`src/rtl/dds_keyer_if.sv`:
```
// Control and sample bundle between the config/keying front-end and the DDS keyer.
// master drives configuration and keying; slave produces the DAC code.
interface dds_keyer_if #(
    parameter int ACC_W  = 24,
    parameter int NUM_TW = 4,
    parameter int DAC_W  = 8
);
    localparam int AW = $clog2(NUM_TW);

    logic             cfg_we;
    logic [AW-1:0]    cfg_addr;
    logic [ACC_W-1:0] cfg_data;
    logic [1:0]       mode;
    logic             en;
    logic             data_in;
    logic [AW-1:0]    sym;
    logic             sync_clr;
    logic [DAC_W-1:0] dac;
    logic             active;

    modport master (
        output cfg_we, cfg_addr, cfg_data, mode, en, data_in, sym, sync_clr,
        input  dac, active
    );

    modport slave (
        input  cfg_we, cfg_addr, cfg_data, mode, en, data_in, sym, sync_clr,
        output dac, active
    );
endinterface

```
`src/rtl/dds_keyer.sv`:
```
// Continuous-phase DDS with a tuning-word register file, OOK/BFSK/M-FSK/CW keying
// and a linear amplitude ramp, producing an offset-binary DAC code every clock.
module dds_keyer #(
    parameter int ACC_W     = 24,
    parameter int PHASE_W   = 8,
    parameter int DAC_W     = 8,
    parameter int G_W       = 8,
    parameter int NUM_TW    = 4,
    parameter int RAMP_STEP = 1
) (
    input logic        clk,
    input logic        rst_n,
    dds_keyer_if.slave bus
);
    localparam int AW      = $clog2(NUM_TW);
    localparam int QW      = PHASE_W - 2;
    localparam int QN      = 2 ** QW;
    localparam int FULL    = 2 ** G_W;
    localparam int AMP     = 2 ** (DAC_W - 1) - 1;
    localparam int PROD_W  = DAC_W + G_W + 2;
    localparam real PI_HALF = 1.5707963267948966;
    localparam logic [DAC_W-1:0] OFFSET = {1'b1, {(DAC_W-1){1'b0}}};

    localparam logic [1:0] MODE_OOK  = 2'b00;
    localparam logic [1:0] MODE_BFSK = 2'b01;
    localparam logic [1:0] MODE_MFSK = 2'b10;

    // Quarter-wave entry at the half-sample point so the mirrored quadrants line up.
    function automatic logic signed [DAC_W-1:0] quarter_entry(input int i);
        real x;
        real term;
        real sum;
        x    = PI_HALF * (real'(i) + 0.5) / real'(QN);
        term = x;
        sum  = x;
        for (int k = 1; k < 12; k++) begin
            term = -term * x * x / real'((2 * k) * (2 * k + 1));
            sum  = sum + term;
        end
        return DAC_W'($rtoi(real'(AMP) * sum + 0.5));
    endfunction

    function automatic logic [G_W:0] ramp_gain(input logic [G_W:0] g, input logic up);
        int gi;
        gi = int'(g);
        if (up) begin
            gi = gi + RAMP_STEP;
            if (gi > FULL) gi = FULL;
        end else begin
            gi = gi - RAMP_STEP;
            if (gi < 0) gi = 0;
        end
        return (G_W + 1)'(gi);
    endfunction

    // Full-width signed product, floor shift, then re-centre to offset binary.
    function automatic logic [DAC_W-1:0] scale_sample(input logic signed [DAC_W-1:0] s,
                                                      input logic [G_W:0] g);
        logic signed [PROD_W-1:0] prod;
        logic signed [PROD_W-1:0] shifted;
        prod    = s * $signed({1'b0, g});
        shifted = prod >>> G_W;
        return DAC_W'(shifted) + OFFSET;
    endfunction

    logic signed [DAC_W-1:0] quarter [QN];

    for (genvar i = 0; i < QN; i++) begin : g_lut
        assign quarter[i] = quarter_entry(i);
    end

    logic [ACC_W-1:0]        tw [NUM_TW];
    logic [ACC_W-1:0]        tw_sel;
    logic [ACC_W-1:0]        acc_p0;
    logic [PHASE_W-1:0]      phase;
    logic [1:0]              quadrant;
    logic [QW-1:0]           idx;
    logic signed [DAC_W-1:0] mag;
    logic signed [DAC_W-1:0] sample_p0;
    logic signed [DAC_W-1:0] sample_p1;
    logic                    key_on;
    logic [G_W:0]            gain_next;
    logic [G_W:0]            gain_p1;
    logic                    active_p1;
    logic [DAC_W-1:0]        dac_p2;

    always_comb begin
        tw_sel = tw[0];
        case (bus.mode)
            MODE_BFSK: tw_sel = tw[AW'(bus.data_in)];
            MODE_MFSK: tw_sel = tw[bus.sym];
            default:   tw_sel = tw[0];
        endcase
    end

    assign key_on    = bus.en && ((bus.mode != MODE_OOK) || bus.data_in);
    assign gain_next = ramp_gain(gain_p1, key_on);

    assign phase     = acc_p0[ACC_W-1 -: PHASE_W];
    assign quadrant  = phase[PHASE_W-1 -: 2];
    assign idx       = quadrant[0] ? ~phase[QW-1:0] : phase[QW-1:0];
    assign mag       = quarter[idx];
    assign sample_p0 = quadrant[1] ? -mag : mag;

    // Stage 0: tuning-word file and phase accumulator (wrap is modular).
    always_ff @(posedge clk) begin
        if (!rst_n) begin
            for (int i = 0; i < NUM_TW; i++) tw[i] <= '0;
            acc_p0 <= '0;
        end else begin
            if (bus.cfg_we) tw[bus.cfg_addr] <= bus.cfg_data;
            acc_p0 <= bus.sync_clr ? '0 : acc_p0 + tw_sel;
        end
    end

    // Stage 1: signed LUT sample, alongside the gain it will be scaled by.
    always_ff @(posedge clk) begin
        if (!rst_n) begin
            sample_p1 <= '0;
            gain_p1   <= '0;
            active_p1 <= 1'b0;
        end else begin
            sample_p1 <= sample_p0;
            gain_p1   <= gain_next;
            active_p1 <= (gain_next != '0);
        end
    end

    // Stage 2: gain-scaled offset-binary DAC code.
    always_ff @(posedge clk) begin
        if (!rst_n) begin
            dac_p2 <= OFFSET;
        end else begin
            dac_p2 <= scale_sample(sample_p1, gain_p1);
        end
    end

    assign bus.dac    = dac_p2;
    assign bus.active = active_p1;
endmodule

```
`src/flat_wrapper.sv`:
```
// flat-port wrapper written by rule: the top's interface ports become plain ports
module dds_keyer_flat 
#(
    parameter int ACC_W     = 24,
    parameter int PHASE_W   = 8,
    parameter int DAC_W     = 8,
    parameter int G_W       = 8,
    parameter int NUM_TW    = 4,
    parameter int RAMP_STEP = 1
)
  (clk, rst_n, bus_cfg_we, bus_cfg_addr, bus_cfg_data, bus_mode, bus_en, bus_data_in, bus_sym, bus_sync_clr, bus_dac, bus_active);
  dds_keyer_if #(.ACC_W(ACC_W), .NUM_TW(NUM_TW), .DAC_W(DAC_W)) bus_i ();
  input logic clk;
  input logic rst_n;
  input wire logic [$bits(bus_i.cfg_we)-1:0] bus_cfg_we;
  input wire logic [$bits(bus_i.cfg_addr)-1:0] bus_cfg_addr;
  input wire logic [$bits(bus_i.cfg_data)-1:0] bus_cfg_data;
  input wire logic [$bits(bus_i.mode)-1:0] bus_mode;
  input wire logic [$bits(bus_i.en)-1:0] bus_en;
  input wire logic [$bits(bus_i.data_in)-1:0] bus_data_in;
  input wire logic [$bits(bus_i.sym)-1:0] bus_sym;
  input wire logic [$bits(bus_i.sync_clr)-1:0] bus_sync_clr;
  output wire logic [$bits(bus_i.dac)-1:0] bus_dac;
  output wire logic [$bits(bus_i.active)-1:0] bus_active;
  assign bus_i.cfg_we = bus_cfg_we;
  assign bus_i.cfg_addr = bus_cfg_addr;
  assign bus_i.cfg_data = bus_cfg_data;
  assign bus_i.mode = bus_mode;
  assign bus_i.en = bus_en;
  assign bus_i.data_in = bus_data_in;
  assign bus_i.sym = bus_sym;
  assign bus_i.sync_clr = bus_sync_clr;
  assign bus_dac = bus_i.dac;
  assign bus_active = bus_i.active;
  dds_keyer #(.ACC_W(ACC_W), .PHASE_W(PHASE_W), .DAC_W(DAC_W), .G_W(G_W), .NUM_TW(NUM_TW), .RAMP_STEP(RAMP_STEP)) u_core (.clk(clk), .rst_n(rst_n), .bus(bus_i));
endmodule
```
`config.mk`:
```
export PLATFORM = sky130hd
export DESIGN_NAME = dds_keyer_flat
export DESIGN_NICKNAME = d
export VERILOG_FILES = /design/src/rtl/dds_keyer_if.sv /design/src/rtl/dds_keyer.sv /design/src/flat_wrapper.sv
export SDC_FILE = /design/constraint.sdc
export NUM_CORES = 1
export LEC_CHECK = 0
export CORE_AREA = 2 2 220 114
export CTS_BUF_LIST = sky130_fd_sc_hd__clkbuf_16
export CTS_CLUSTER_DIAMETER = 100
export DETAILED_ROUTE_END_ITERATION = 8
export DIE_AREA = 0 0 222 116
export SYNTH_ARGS = -nofsm -noshare
export SYNTH_HDL_FRONTEND = slang
export SYNTH_SLANG_ARGS = --single-unit
```
`constraint.sdc`:
```
create_clock -name clk -period 4.89 [get_ports clk]
set_clock_uncertainty 0.15 [all_clocks]
set_input_delay 0.978 -clock clk [delete_from_list [all_inputs] [get_ports clk]]
set_output_delay 0.978 -clock clk [all_outputs]
set_load 0.1 [all_outputs]
```
Word-level counts from Yosys, hierarchy flattened:

Memory sizes are Yosys's and may differ from the RTL's.
Index checks and enable logic that the tools add are counted.

* bits in registers: 50
* memory bits (writable): 96
* memory bits (read-only): 512
* bits of input ports: 36
* logic and storage cells: 42
* memories kept: 2

* $add $sub $neg: 5
* $mul: 1
* magnitude comparators: 3
* eq/ne operators: 2
* mux-type cells: 15
* bitwise logic cells: 3
* reductions and logical operators: 6

Memory list
* (name not given): words 64, width 8, rd ports 1, clocked after memory_dff 0, wr ports 0, line dds_keyer.sv:102 `assign mag = quarter[idx];`
* u_core.tw: words 4, width 24, rd ports 3, clocked after memory_dff 0, wr ports 4, line dds_keyer.sv:72 `logic [ACC_W-1:0] tw [NUM_TW];`

Operators by type and width (count)
* case mux 24 bit (2 select lines): 1
* 2-to-1 mux 9 bit: 3
* adder 24 bit: 1
* 2-to-1 mux 24 bit: 1
* 2-to-1 mux 8 bit: 3
* OR reduction 24 bit: 1
* multiplier 8 x 10 -> 16 bit: 1
* adder 9 x 1 -> 10 bit (second input constant): 1
* greater-than comparator 10 x 9 -> 1 bit (second input constant): 1
* < comparator 10 x 1 -> 1 bit (second input constant): 1
* subtractor 9 x 1 -> 10 bit (second input constant): 1
* nonzero test 9 bit: 1
* adder 8 bit (second input constant): 1
* negation 8 bit: 1
* >= comparator 7 bit (second input constant): 1
* NOT 6 -> 7 bit: 1
* 2-to-1 mux 6 bit: 1
* NOT 6 bit: 1
* 2-to-1 mux 1 bit: 5
* == test 2 x 1 -> 1 bit (second input constant): 1
* == test 2 bit (second input constant): 1
* 2-to-1 mux 2 bit: 1
* nonzero test 2 bit: 1
* OR reduction 2 bit: 1
* other kinds (3): 3

Longest topological paths before layout:

* depth in word-level cells: 8
* gate-level depth with buffers: 20
* gate-level depth less buffers: 18

Worst setup path after synthesis:

No wires, ideal clock.

* path kind: register to register
* from: reg u_core.gain_p1[3]
* to: reg u_core.dac_p2[6] (netlist: u_core.bus.dac[6])
* library setup time: 0.115 ns
* arrival time: 4.617 ns
* data required time: 4.625 ns
* path slack: 0.008 ns
* cell stages (with the launch flop): 19
* clock period less this slack: 4.882 ns
* path through: dfxtp_1 clkbuf_1 clkbuf_1 and2_1 fa_1 fa_1 fa_1 inv_1 fa_1 inv_1 ha_1 nor3_1 nor2_1 a31oi_1 o21bai_1 a21oi_1 o21bai_1 xor2_1 and2_1

* word-level cells in the longest chain between the ends: 2

Ends and longest elaborated chain
* start: declaration: line dds_keyer.sv:83 `logic [G_W:0] gain_p1;`
* start signal: assignment: line dds_keyer.sv:124 `gain_p1 <= gain_next;`
* multiplier 8 x 10 -> 16 bit: line dds_keyer.sv:61 `prod = s * $signed({1'b0, g});`
* adder 8 bit: line dds_keyer.sv:63 `return DAC_W'(shifted) + OFFSET;`
* end signal: assignment: line dds_keyer.sv:134 `dac_p2 <= scale_sample(sample_p1, gain_p1);`
* end: declaration: line dds_keyer.sv:85 `logic [DAC_W-1:0] dac_p2;`

No other way between the ends.
A chain may end at the register's enable or synchronous reset.

Worst setup path after layout:

* from: reg u_core.sample_p1[4]
* to: reg u_core.dac_p2[6] (netlist: u_core.bus.dac[6])

* word-level cells in the longest chain between the ends: 2

Ends and longest elaborated chain
* start: declaration: line dds_keyer.sv:80 `logic signed [DAC_W-1:0] sample_p1;`
* start signal: assignment: line dds_keyer.sv:123 `sample_p1 <= sample_p0;`
* multiplier 8 x 10 -> 16 bit: line dds_keyer.sv:61
* adder 8 bit: line dds_keyer.sv:63

No other way between the ends.

==> run metrics <==
outcome finished clean; Final HPWL DP between 15 and 20 mm; Final min period 4.67 ns; FF-to-FF path depth 16; footprint of the multi-input gates 6110 sq um; Syn Nets 1168; post-synthesis sequential area ratio 0.369; Synthesis Warnings 0; insertion delay to the later sink of the worst-skew pair 0.46 ns; ant diodes 0; hold slack between 0.4 and 0.5 ns; io pins 45; post-layout util 0.512; slowest cell delay on critical path ~0.55 ns; synth unique cells 71; placer congestion estimate 0.849; worst path required time approximately 5.1 ns; first-pass GRT wire length 43.7 mm; Die X between 200 and 250 microns; Critical Path Source Type flop; synthesized area 10500 sq um; port bufs 44; die area 25800 sq um; Crit. Startpoint u_core.sample_p1[4]; Crit. path cell count 16; Post-Synthesis Cells between 1000 and 1500; max-cap viol count 0; RR Startpoint u_core.sample_p1[4]; clk sinks 146; Post-synth EDFFs 96; CTS HTree Levels 4; core area 23700 sq um; Vias/cell 5.60; count of buffer and inverter cells on the critical path 2; fin cells between 1000 and 1500; Critical Path Fanout Max 9; Final Hold Fails 0; delay-heaviest family, CP adder cells; first drt pass iteration count 5; GRT Total Usage 0.226; dominant cell type by area after synthesis edfxtp_1; vias in the first global route 7546; cell count after placement roughly 1400; Crit Path Class flop to flop; largest net degree at the start of global routing 38; grt total ovfl 0; Arrival @ worst endpoint 4.87 ns; CP max stage cell fa_1; Slew headroom 0.333; setup slack, reg-to-reg 0.22 ns; DR iter-0 viols 710; Final ANT Viol Nets 0; Post-CTS Setup Bufs 0; Starting Density 0.444; vias just under 8000; FF/Latch Area 3880 sq um; DRC viols 0; CTS Buf Count 17; async set-or-reset flop fraction in the synthesized netlist 0; CTS max path bufs 2; CP dominant cell by count fa_1; CTS Hold Bufs 0; Filler Cell Count around 2100; Reg-to-Reg End u_core.bus.dac[6]; Synth area leaders edfxtp_1 (27%), dfxtp_1 (9.5%), ha_1 (8.6%); Yosys reg bits 146; CP Cell Sequence and2_1 > fa_1 > fa_1 > fa_1 > inv_1 > fa_1 > inv_1 > ha_1 > nor3_1 > nor2_1 > a31oi_2 > o21bai_2 > a21oi_4 > o21bai_1 > xor2_1 > and2_1; final WL 27.2 mm; Area Overhead vs Synth 15.3%; Critical Path End u_core.bus.dac[6]; Post-synth top flop edfxtp_1; fin crit share 0.955; Peak Freq 214 MHz; VDD IR-drop max ~0.00024 V; share of cells above drive strength 1 0.121; pwr dens 376 nW/um^2; fin. max-slew vios 0; drt wl/cell 19.4 microns; dpl cell area 11500 sq um; initial antenna violation count 0; LEAKAGE 5.11 nW; Setup Viol. Count Final 0; Final Net Count 1224; commonest non-fill, non-tap cells in the layout and2_1 (126), edfxtp_1 (96), inv_1 (72), ha_1 (72), nor2_1 (66); Clock Tree Root clkbuf_16; Hold Crit Class flop to flop; Final Cell Area 12100 sq um; Worst Tran Pin Value 0.998 ns; clock-pin slew on the worst setup and hold paths 0.08 ns; Post-Syn Area per Cell between 10 and 15 sq um; FP Rows 40; CP Capture Type flop; CTS tree yes; Die Ht 116 microns; commonest non-fill, non-tap cell in the layout and2_1; post-synth top area share 0.274
==> area by class of cell <==
| class | instances | area share |
|---|---|---|
| Clock inverter | 15 | 0.0164 |
| Sequential cell | 146 | 0.320 |
| Tap cell | 315 | 0.0325 |
| Timing Repair Buffer | 93 | 0.0683 |
| Multi-Input combinational cell | 742 | 0.504 |
| Clock buffer | 17 | 0.0351 |
| Inverter | 74 | 0.0229 |
==> metal layers <==
metal  track usage  vias up  part of all wire
li1              -     3756                 -
met1         0.372     3789              0.54
met2         0.279      293              0.36
met3        0.0560       19             0.087
met4        0.0604        0            0.0089
met5             0        -                 0
==> sequential cells by signal (all words and copies together) (netlist names) <==
register,count
u_core.bus.dac,8
u_core.sample_p1,8
u_core.gain_p1,9
u_core.acc_p0,24
u_core.bus.active,1
u_core.tw,96
==> per-stage QoR <==
stage	TNS (ns)	worst slack (ns)	total power, mW
after global placement	0	0.0970	3.17
after detailed placement	0	0.0182	3.18
final	0	0.221	4.56
after floorplan	0	0.00794	2.71
after CTS	0	0.000735	4.56
after global routing	-0.0538	-0.0381	4.84
==> what timing repair did <==
action	CTS	global route
endpoints found under the hold margin	0	0
resized for setup	0	7
endpoints found under the setup margin	0	3
==> kinds of logic (layout without fill, tap and decap cells) <==
kind of cell,count (synthesis),count (layout),synth area share
DFF,146,146,0.369
muxes,25,25,0.0523
adders and majority gates,114,114,0.166
xor gates and xnor gates,45,45,0.0414
AOI/OAI and AO/OA,200,200,0.134
buffers and inverters,130,199,0.0545
and+or+nand+nor,358,358,0.183
==> how the worst min path moves through the flow <==
stage               cells past startpoint  slack (ns)              from          endpoint
global route                            2        0.44  u_core.acc_p0[0]  u_core.acc_p0[0]
detailed placement                      2        0.39  u_core.acc_p0[0]  u_core.acc_p0[0]
finish                                  2        0.41  u_core.acc_p0[0]  u_core.acc_p0[0]
floorplan                               2        0.38  u_core.acc_p0[0]  u_core.acc_p0[0]
global placement                        2        0.39  u_core.acc_p0[0]  u_core.acc_p0[0]
CTS                                     2        0.41  u_core.acc_p0[0]  u_core.acc_p0[0]
==> synthesized netlist by cell type (all sizes together) (5+ instances only) <==
library cell / instances
a21o: 12
a21oi: 38
a22o: 47
a31oi: 10
and2: 126
and3: 32
buf: 10
clkbuf: 46
dfxtp: 50
edfxtp: 96
fa: 42
ha: 72
inv: 73
mux4: 24
nand2: 60
nand2b: 8
nand3: 13
nand4: 5
nor2: 66
nor3: 20
nor3b: 10
o211ai: 6
o21a: 5
o21ai: 35
o21bai: 5
o31ai: 5
xnor2: 29
xor2: 16
==> report_power, final <==
| group | internal (mW) | switching, mW | total, mW | leakage, nW |
|---|---|---|---|---|
| sequential | 1.45 | 0.112 | 1.56 | 1.35 |
| combinational | 0.632 | 1.00 | 1.63 | 3.46 |
| clock | 0.704 | 0.660 | 1.36 | 0.304 |
==> tightest hold or removal path: cells and delay by family, from the launching register on <==
family | cells | cell delay, ns
flip-flops | 1 | 0.31
adder cells (fa/ha/maj) | 1 | 0.12
AND/OR/NAND/NOR | 1 | 0.10
Note: power is estimated with default switching activity, not from simulation.
